**src/rtl/uart_pkg.sv**
```systemverilog
// rtl/uart_pkg.sv - shared FSM state type and byte constants for the UART command responder
// Contents:
//   state_t      responder FSM states
//   SYNC_BYTE    request frame sync byte
//   RESP_HDR     response frame header byte
//   CMD_*        request command codes
//   STAT_*       response status codes
//   frame_chk()  XOR checksum over CMD, ADDR, DATA
package uart_pkg;

  typedef enum logic [3:0] {
    HUNT,
    GET_CMD,
    GET_ADDR,
    GET_DATA,
    GET_CHK,
    EXEC,
    TX_HDR,
    TX_STAT,
    TX_DATA
  } state_t;

  localparam logic [7:0] SYNC_BYTE     = 8'hA5;
  localparam logic [7:0] RESP_HDR      = 8'h5A;

  localparam logic [7:0] CMD_WRITE     = 8'h01;
  localparam logic [7:0] CMD_READ      = 8'h02;

  localparam logic [7:0] STAT_OK       = 8'h00;
  localparam logic [7:0] STAT_BAD_CHK  = 8'h01;
  localparam logic [7:0] STAT_BAD_CMD  = 8'h02;
  localparam logic [7:0] STAT_BAD_ADDR = 8'h03;

  function automatic logic [7:0] frame_chk(input logic [7:0] cmd,
                                           input logic [7:0] addr,
                                           input logic [7:0] data);
    return cmd ^ addr ^ data;
  endfunction

endpackage

```
**src/rtl/uart_byte_timeout.sv**
```systemverilog
// rtl/uart_byte_timeout.sv - inter-byte gap timer for frame reception
// Ports:
//   clk      clock
//   reset    synchronous active-high reset
//   restart  a byte was accepted; gap count starts again from zero
//   enable   a frame is being collected; when low the timer is held cleared
//   expired  TIMEOUT_CYCLES cycles have passed since the last restart
module uart_byte_timeout #(
  parameter int TIMEOUT_CYCLES = 1000
) (
  input  logic clk,
  input  logic reset,
  input  logic restart,
  input  logic enable,
  output logic expired
);

  localparam int CW = (TIMEOUT_CYCLES > 1) ? $clog2(TIMEOUT_CYCLES) : 1;
  localparam logic [CW-1:0] LAST = CW'(TIMEOUT_CYCLES - 1);

  logic [CW-1:0] count;

  // count holds (cycles since restart - 1), so it reaches LAST on the
  // TIMEOUT_CYCLES-th idle cycle; it parks there rather than wrapping.
  assign expired = enable && (count == LAST);

  always_ff @(posedge clk) begin
    if (reset || !enable || restart) begin
      count <= '0;
    end else if (count != LAST) begin
      count <= count + 1'b1;
    end
  end

endmodule

```
**src/rtl/uart_cmd_responder.sv**
```systemverilog
// rtl/uart_cmd_responder.sv - register-file command responder behind a byte UART
// Ports:
//   clk          clock
//   reset        synchronous active-high reset
//   i_Rx_Done    one-cycle pulse, i_Rx_Byte valid
//   i_Rx_Byte    received byte
//   o_Tx_Byte    byte to transmit, stable while o_Tx_Ready is high
//   o_Tx_Ready   level request to transmit o_Tx_Byte
//   i_Tx_Done    one-cycle pulse, requested byte has been sent
//   o_Wr_Strobe  one-cycle pulse, register write
//   o_Wr_Addr    address of that write
//   o_Wr_Data    data of that write
//   o_Rx_Drop    one-cycle pulse, a byte was discarded while busy responding
// Request frame: A5 CMD ADDR DATA CHK; response: 5A STATUS DATA.
module uart_cmd_responder
  import uart_pkg::*;
#(
  parameter int TIMEOUT_CYCLES = 1000,
  parameter int NUM_REGS       = 16
) (
  input  logic       clk,
  input  logic       reset,
  input  logic       i_Rx_Done,
  input  logic [7:0] i_Rx_Byte,
  output logic [7:0] o_Tx_Byte,
  output logic       o_Tx_Ready,
  input  logic       i_Tx_Done,
  output logic       o_Wr_Strobe,
  output logic [3:0] o_Wr_Addr,
  output logic [7:0] o_Wr_Data,
  output logic       o_Rx_Drop
);

  localparam logic [7:0] NUM_REGS_B = 8'(NUM_REGS);

  state_t     state;
  logic [7:0] cmd_q;
  logic [7:0] addr_q;
  logic [7:0] data_q;
  logic [7:0] chk_q;
  logic [7:0] status_q;
  logic [7:0] resp_data_q;
  logic [7:0] regs [16];

  logic       in_get;
  logic       in_busy;
  logic       expired;
  logic [7:0] exec_status;
  logic       exec_write;
  logic [7:0] tx_byte;
  state_t     tx_next;

  assign in_get  = state inside {GET_CMD, GET_ADDR, GET_DATA, GET_CHK};
  assign in_busy = state inside {EXEC, TX_HDR, TX_STAT, TX_DATA};

  uart_byte_timeout #(
    .TIMEOUT_CYCLES(TIMEOUT_CYCLES)
  ) u_timeout (
    .clk    (clk),
    .reset  (reset),
    .restart(i_Rx_Done),
    .enable (in_get),
    .expired(expired)
  );

  // Status priority: checksum, then command, then address.
  always_comb begin
    exec_status = STAT_OK;
    if (chk_q != frame_chk(cmd_q, addr_q, data_q)) begin
      exec_status = STAT_BAD_CHK;
    end else if (cmd_q != CMD_WRITE && cmd_q != CMD_READ) begin
      exec_status = STAT_BAD_CMD;
    end else if (addr_q >= NUM_REGS_B) begin
      exec_status = STAT_BAD_ADDR;
    end
  end

  assign exec_write = (exec_status == STAT_OK) && (cmd_q == CMD_WRITE);

  // Byte presented and successor state for each response phase.
  always_comb begin
    tx_byte = RESP_HDR;
    tx_next = TX_STAT;
    case (state)
      TX_STAT: begin
        tx_byte = status_q;
        tx_next = TX_DATA;
      end
      TX_DATA: begin
        tx_byte = resp_data_q;
        tx_next = HUNT;
      end
      default: ;
    endcase
  end

  always_ff @(posedge clk) begin
    if (reset) begin
      state       <= HUNT;
      cmd_q       <= 8'h00;
      addr_q      <= 8'h00;
      data_q      <= 8'h00;
      chk_q       <= 8'h00;
      status_q    <= 8'h00;
      resp_data_q <= 8'h00;
      o_Tx_Byte   <= 8'h00;
      o_Tx_Ready  <= 1'b0;
      o_Wr_Strobe <= 1'b0;
      o_Wr_Addr   <= 4'h0;
      o_Wr_Data   <= 8'h00;
      o_Rx_Drop   <= 1'b0;
      for (int i = 0; i < 16; i++) begin
        regs[i] <= 8'h00;
      end
    end else begin
      o_Wr_Strobe <= 1'b0;
      o_Rx_Drop   <= i_Rx_Done && in_busy;

      case (state)
        HUNT: begin
          if (i_Rx_Done && i_Rx_Byte == SYNC_BYTE) begin
            state <= GET_CMD;
          end
        end

        // A byte on the expiry cycle wins over the timeout.
        GET_CMD: begin
          if (i_Rx_Done) begin
            cmd_q <= i_Rx_Byte;
            state <= GET_ADDR;
          end else if (expired) begin
            state <= HUNT;
          end
        end

        GET_ADDR: begin
          if (i_Rx_Done) begin
            addr_q <= i_Rx_Byte;
            state  <= GET_DATA;
          end else if (expired) begin
            state <= HUNT;
          end
        end

        GET_DATA: begin
          if (i_Rx_Done) begin
            data_q <= i_Rx_Byte;
            state  <= GET_CHK;
          end else if (expired) begin
            state <= HUNT;
          end
        end

        GET_CHK: begin
          if (i_Rx_Done) begin
            chk_q <= i_Rx_Byte;
            state <= EXEC;
          end else if (expired) begin
            state <= HUNT;
          end
        end

        // A write echoes the value it stores, so the response uses data_q
        // directly instead of reading back the register being written.
        EXEC: begin
          status_q <= exec_status;
          if (exec_write) begin
            regs[addr_q[3:0]] <= data_q;
            o_Wr_Strobe       <= 1'b1;
            o_Wr_Addr         <= addr_q[3:0];
            o_Wr_Data         <= data_q;
            resp_data_q       <= data_q;
          end else if (exec_status == STAT_OK) begin
            resp_data_q <= regs[addr_q[3:0]];
          end else begin
            resp_data_q <= 8'h00;
          end
          state <= TX_HDR;
        end

        // Each phase enters with o_Tx_Ready low, raises it for one byte and
        // drops it on i_Tx_Done, which guarantees a low cycle between bytes.
        TX_HDR, TX_STAT, TX_DATA: begin
          if (!o_Tx_Ready) begin
            o_Tx_Ready <= 1'b1;
            o_Tx_Byte  <= tx_byte;
          end else if (i_Tx_Done) begin
            o_Tx_Ready <= 1'b0;
            state      <= tx_next;
          end
        end

        default: state <= HUNT;
      endcase
    end
  end

endmodule

```
**config.mk**
```make
export PLATFORM = sky130hd
export DESIGN_NAME = uart_cmd_responder
export DESIGN_NICKNAME = d
export VERILOG_FILES = /design/src/rtl/uart_pkg.sv /design/src/rtl/uart_byte_timeout.sv /design/src/rtl/uart_cmd_responder.sv
export SDC_FILE = /design/constraint.sdc
export NUM_CORES = 1
export LEC_CHECK = 0
export ABC_AREA = 1
export CORE_MARGIN = 2
export CORE_UTILIZATION = 35
export CTS_CLUSTER_SIZE = 12
export DETAILED_ROUTE_END_ITERATION = 10
export PLACE_DENSITY = 0.62
export SYNTH_ARGS = -nofsm -noshare
export SYNTH_HDL_FRONTEND = slang
export SYNTH_SLANG_ARGS = --single-unit
```
**constraint.sdc**
```tcl
create_clock -name clk -period 2.26 [get_ports clk]
set_clock_uncertainty 0.05 [all_clocks]
set_input_delay 0.452 -clock clk [delete_from_list [all_inputs] [get_ports clk]]
set_output_delay 0.452 -clock clk [all_outputs]
set_load 0.05 [all_outputs]
```
==> run_results.csv, run 1 <==
group,metric,value,unit
run_status,status,"finished, final reports clean",
global_route,grt_overflow_total,0,
placed_design,portBuffers,34,
placed_design,gp_congestion,0.839,
die,core-area,0.0276,sq mm
worst_setup_path,crit_chain,"clkdlybuf4s50_1",
synthesis,ys_top_cells_by_area,"edfxtp_1 39%, dfxtp_1 17%, nand2_1 12%",
sta,fmax,0.450,GHz
global_route,grt_pass1_wl,40300,um
routing,dr_total_vias,7966,
finish,final_cells,1627,
finish,area_growth,21.4,%
finish,final_cell_mix,"302 x nand2_1, 187 x nor2_1, 128 x edfxtp_1, 89 x nand3_1, 81 x dfxtp_1",
worst_setup_path,worstPathRequired,1.76,ns
global_route,antenna_found_initial,1,
die,die_y,171,um
sta,worst_pin_slew,0.518,ns
cts,clk_latency,0.51,ns
synthesis,synthDistinctLibCells,38,
placed_design,placed_cells,1586,
cts,root_buffer,"clkbuf_16",
sta,grt_setup_unrepaired,"false",
worst_setup_path,cp_data_arrival_time,1.72,ns
worst_setup_path,criticalPathCategory,"reg -> out",
sta,finalCritPeriodShare,98.3,%
synthesis,ys_warn_count,0,
hold_path,hp-class,"reg -> reg",
worst_setup_path,critPathTopFamily,"buffers and inverters",
sta,report.final.slew_viol_count,0,
synthesis,yosysSeqAreaShare,56.4,%
placed_design,dpl.hpwl,17400,um
die,ios,35,
pwr,peakVddDrop,0.593,mV
synthesis,postSynthCellCount,1140,
worst_setup_path,crit_slowest_cell,"clkdlybuf4s50_1",
global_route,grt_pass1_vias,7504,
synthesis,synth_top_area_share,39.4,%
routing,remaining_drc_errors,0,
routing,first_pass_iters,5,
routing,wl,25200,um
routing,viasPerCell,4.90,
sta,finalSetupViolCount,0,
cts,cts_tree,"done",
worst_setup_path,cp_max_fo,2,
cts,clockBufferDepth,3,
synthesis,synth_top_cell_by_area,"edfxtp_1",
cts,cts_htree_levels,1,
cts,postCtsHoldBufs,0,
worst_setup_path,end_kind,"primary output",
worst_setup_path,critical-path-max-stage-delay,0.84,ns
worst_setup_path,critPathLaunchType,"register",
sta,final-hold-violation-count,0,
synthesis,syn_area,0.00976,sq mm
finish,antennaDiodeCount,0,
finish,regArea,0.00551,sq mm
sta,relSlewSlack,65.4,%
cts,cts_buffers,23,
job,maxCapViolCount,0,
worst_setup_path,path_buf_inv,1,
die,initial_core_util,35.3,%
die,die-area,0.0292,sq mm
sta,timing.final.ws_setup,0.0374,ns
cts,cts.sink_count,211,
cts,clk_pin_slew,0.06,ns
finish,fin_nets,1247,
routing,avgRoutedWirePerCell,15.5,um
placed_design,dp_slack,0.0640,ns
finish,mostFrequentLayoutCell,"nand2_1",
synthesis,synth.net_count,1153,
finish,n_fill_cell,2789,
pwr,p_leak,4.48,nW
global_route,grt_use_total,17.5,%
die,num_rows,61,
global_route,grt_max_degree,49,
finish,multi_input_area,0.00382,sq mm
routing,drt_iter0_drc,628,
die,die_w,171,um
pwr,p_per_area,698,mW/mm^2
routing,ant_nets,0,
sta,finalCriticalPeriod,2.22,ns
synthesis,synth-seq-cells,211,
finish,drive_above_1_share,13.9,%
synthesis,synth.avg_cell_area,8.56,sq um
sta,fin_tns_setup,0,ns
[cell families (layout without fill, tap and decap cells)]
family / count (synthesis) / after routing / synth area share [%]
simple gates: 659 / 659 / 30.6
xor+xnor: 3 / 3 / 0.269
buf+inv: 126 / 235 / 5.18
flops: 211 / 211 / 56.4
fa+ha+maj: 1 / 1 / 0.128
compound gates: 140 / 140 / 7.46
[area by class of cell]
type	instances	area share, %
Timing Repair Buffer	120	9.18
Multi-Input combinational cell	803	32.2
Clock inverter	6	0.443
Sequential cell	211	46.5
Tap cell	378	3.99
Inverter	75	2.38
Clock buffer	34	5.29
[synth_stat cells, drive strengths merged]
cell type / n
o211ai: 1
and3: 1
buf: 7
inv: 69
a221oi: 1
edfxtp: 128
o21ai: 50
a31oi: 3
a41oi: 1
clkbuf: 44
or2: 7
nor2: 198
xnor2: 2
nand2: 317
nand4: 23
clkinv: 6
nor3: 14
nand3b: 1
xor2: 1
ha: 1
dfxtp: 83
o21bai: 1
o31ai: 3
a21oi: 79
o41ai: 1
nand3: 98
[timing repair]
action	CTS	global route
setup buffers	0	1
gates resized for setup	0	24
setup endpoints to repair	0	129
[power by group]
part,switching [mW],internal [mW],leakage [nW]
clock,1.44,2.02,0.323
sequential,0.0417,4.17,1.99
combinational,0.376,0.218,2.17
[worst reg2reg max path: stages, from the launching register on]
cell and delay (ns):
dfxtp_1 0.39, nand2_1 0.09, inv_1 0.06, nor2_1 0.04
nand2_1 0.05, nand2_1 0.05, nor2_1 0.12, nand2_1 0.10
nor2_4 0.14, nand3_4 0.13, nor2_8 0.12, buf_12 0.16
nand3_4 0.07, nand2_1 0.11, buf_12 0.13
[routing by layer]
metal,GRT usage (%),part of all wire [%]
met3,2.38,5.1
met1,24.2,46
met2,28.4,46
met4,5.67,3.2
met5,0,0.11
[through the flow]
step	utilization (%)	total power [mW]	instance area [sq um]	hold WS, ns
6_report	42.9	8.27	11900	0.402
5_1_grt	42.9	8.56	11900	0.433
4_1_cts	42.6	8.33	11800	0.410
3_5_place_dp	40.1	4.88	11100	0.395
3_3_place_gp	40.1	4.87	11100	0.384
2_1_floorplan	-	4.66	9760	0.394
[flip-flops by register name, summed over array words and instances (netlist names), 8 cells and up, named ones only]
signal,flops
o_Wr_Data,8
regs,128
chk_q,8
o_Tx_Byte,8
addr_q,8
cmd_q,8
data_q,8
resp_data_q,8
u_timeout.count,10
[path summary, 6_finish.rpt]
kind                               end                      start  slack [ns]  cells past startpoint
max                       o_Wr_Addr[2]  o_Wr_Addr[2]$_SDFFE_PP0P_        0.04                      1
min          o_Wr_Addr[0]$_SDFFE_PP0P_  o_Wr_Addr[0]$_SDFFE_PP0P_        0.40                      2
max reg2reg  regs[14][7]$_SDFFCE_PN0P_     data_q[4]$_SDFFE_PP0P_        0.17                     14
min reg2reg  o_Wr_Addr[0]$_SDFFE_PP0P_  o_Wr_Addr[0]$_SDFFE_PP0P_        0.40                      2
Power figures use the tool's default switching activity.
==> run 2, diff against run 1 <==
--- a/config.mk
+++ b/config.mk
@@ -6,6 +6,7 @@
 export NUM_CORES = 1
 export LEC_CHECK = 0
 export ABC_AREA = 1
+export ABC_CLOCK_PERIOD_IN_PS = 2260
 export CORE_MARGIN = 2
 export CORE_UTILIZATION = 35
 export CTS_CLUSTER_SIZE = 12
==> results of run 2 <==
The final DEF is identical to that of run 1; final timing and power are the same.
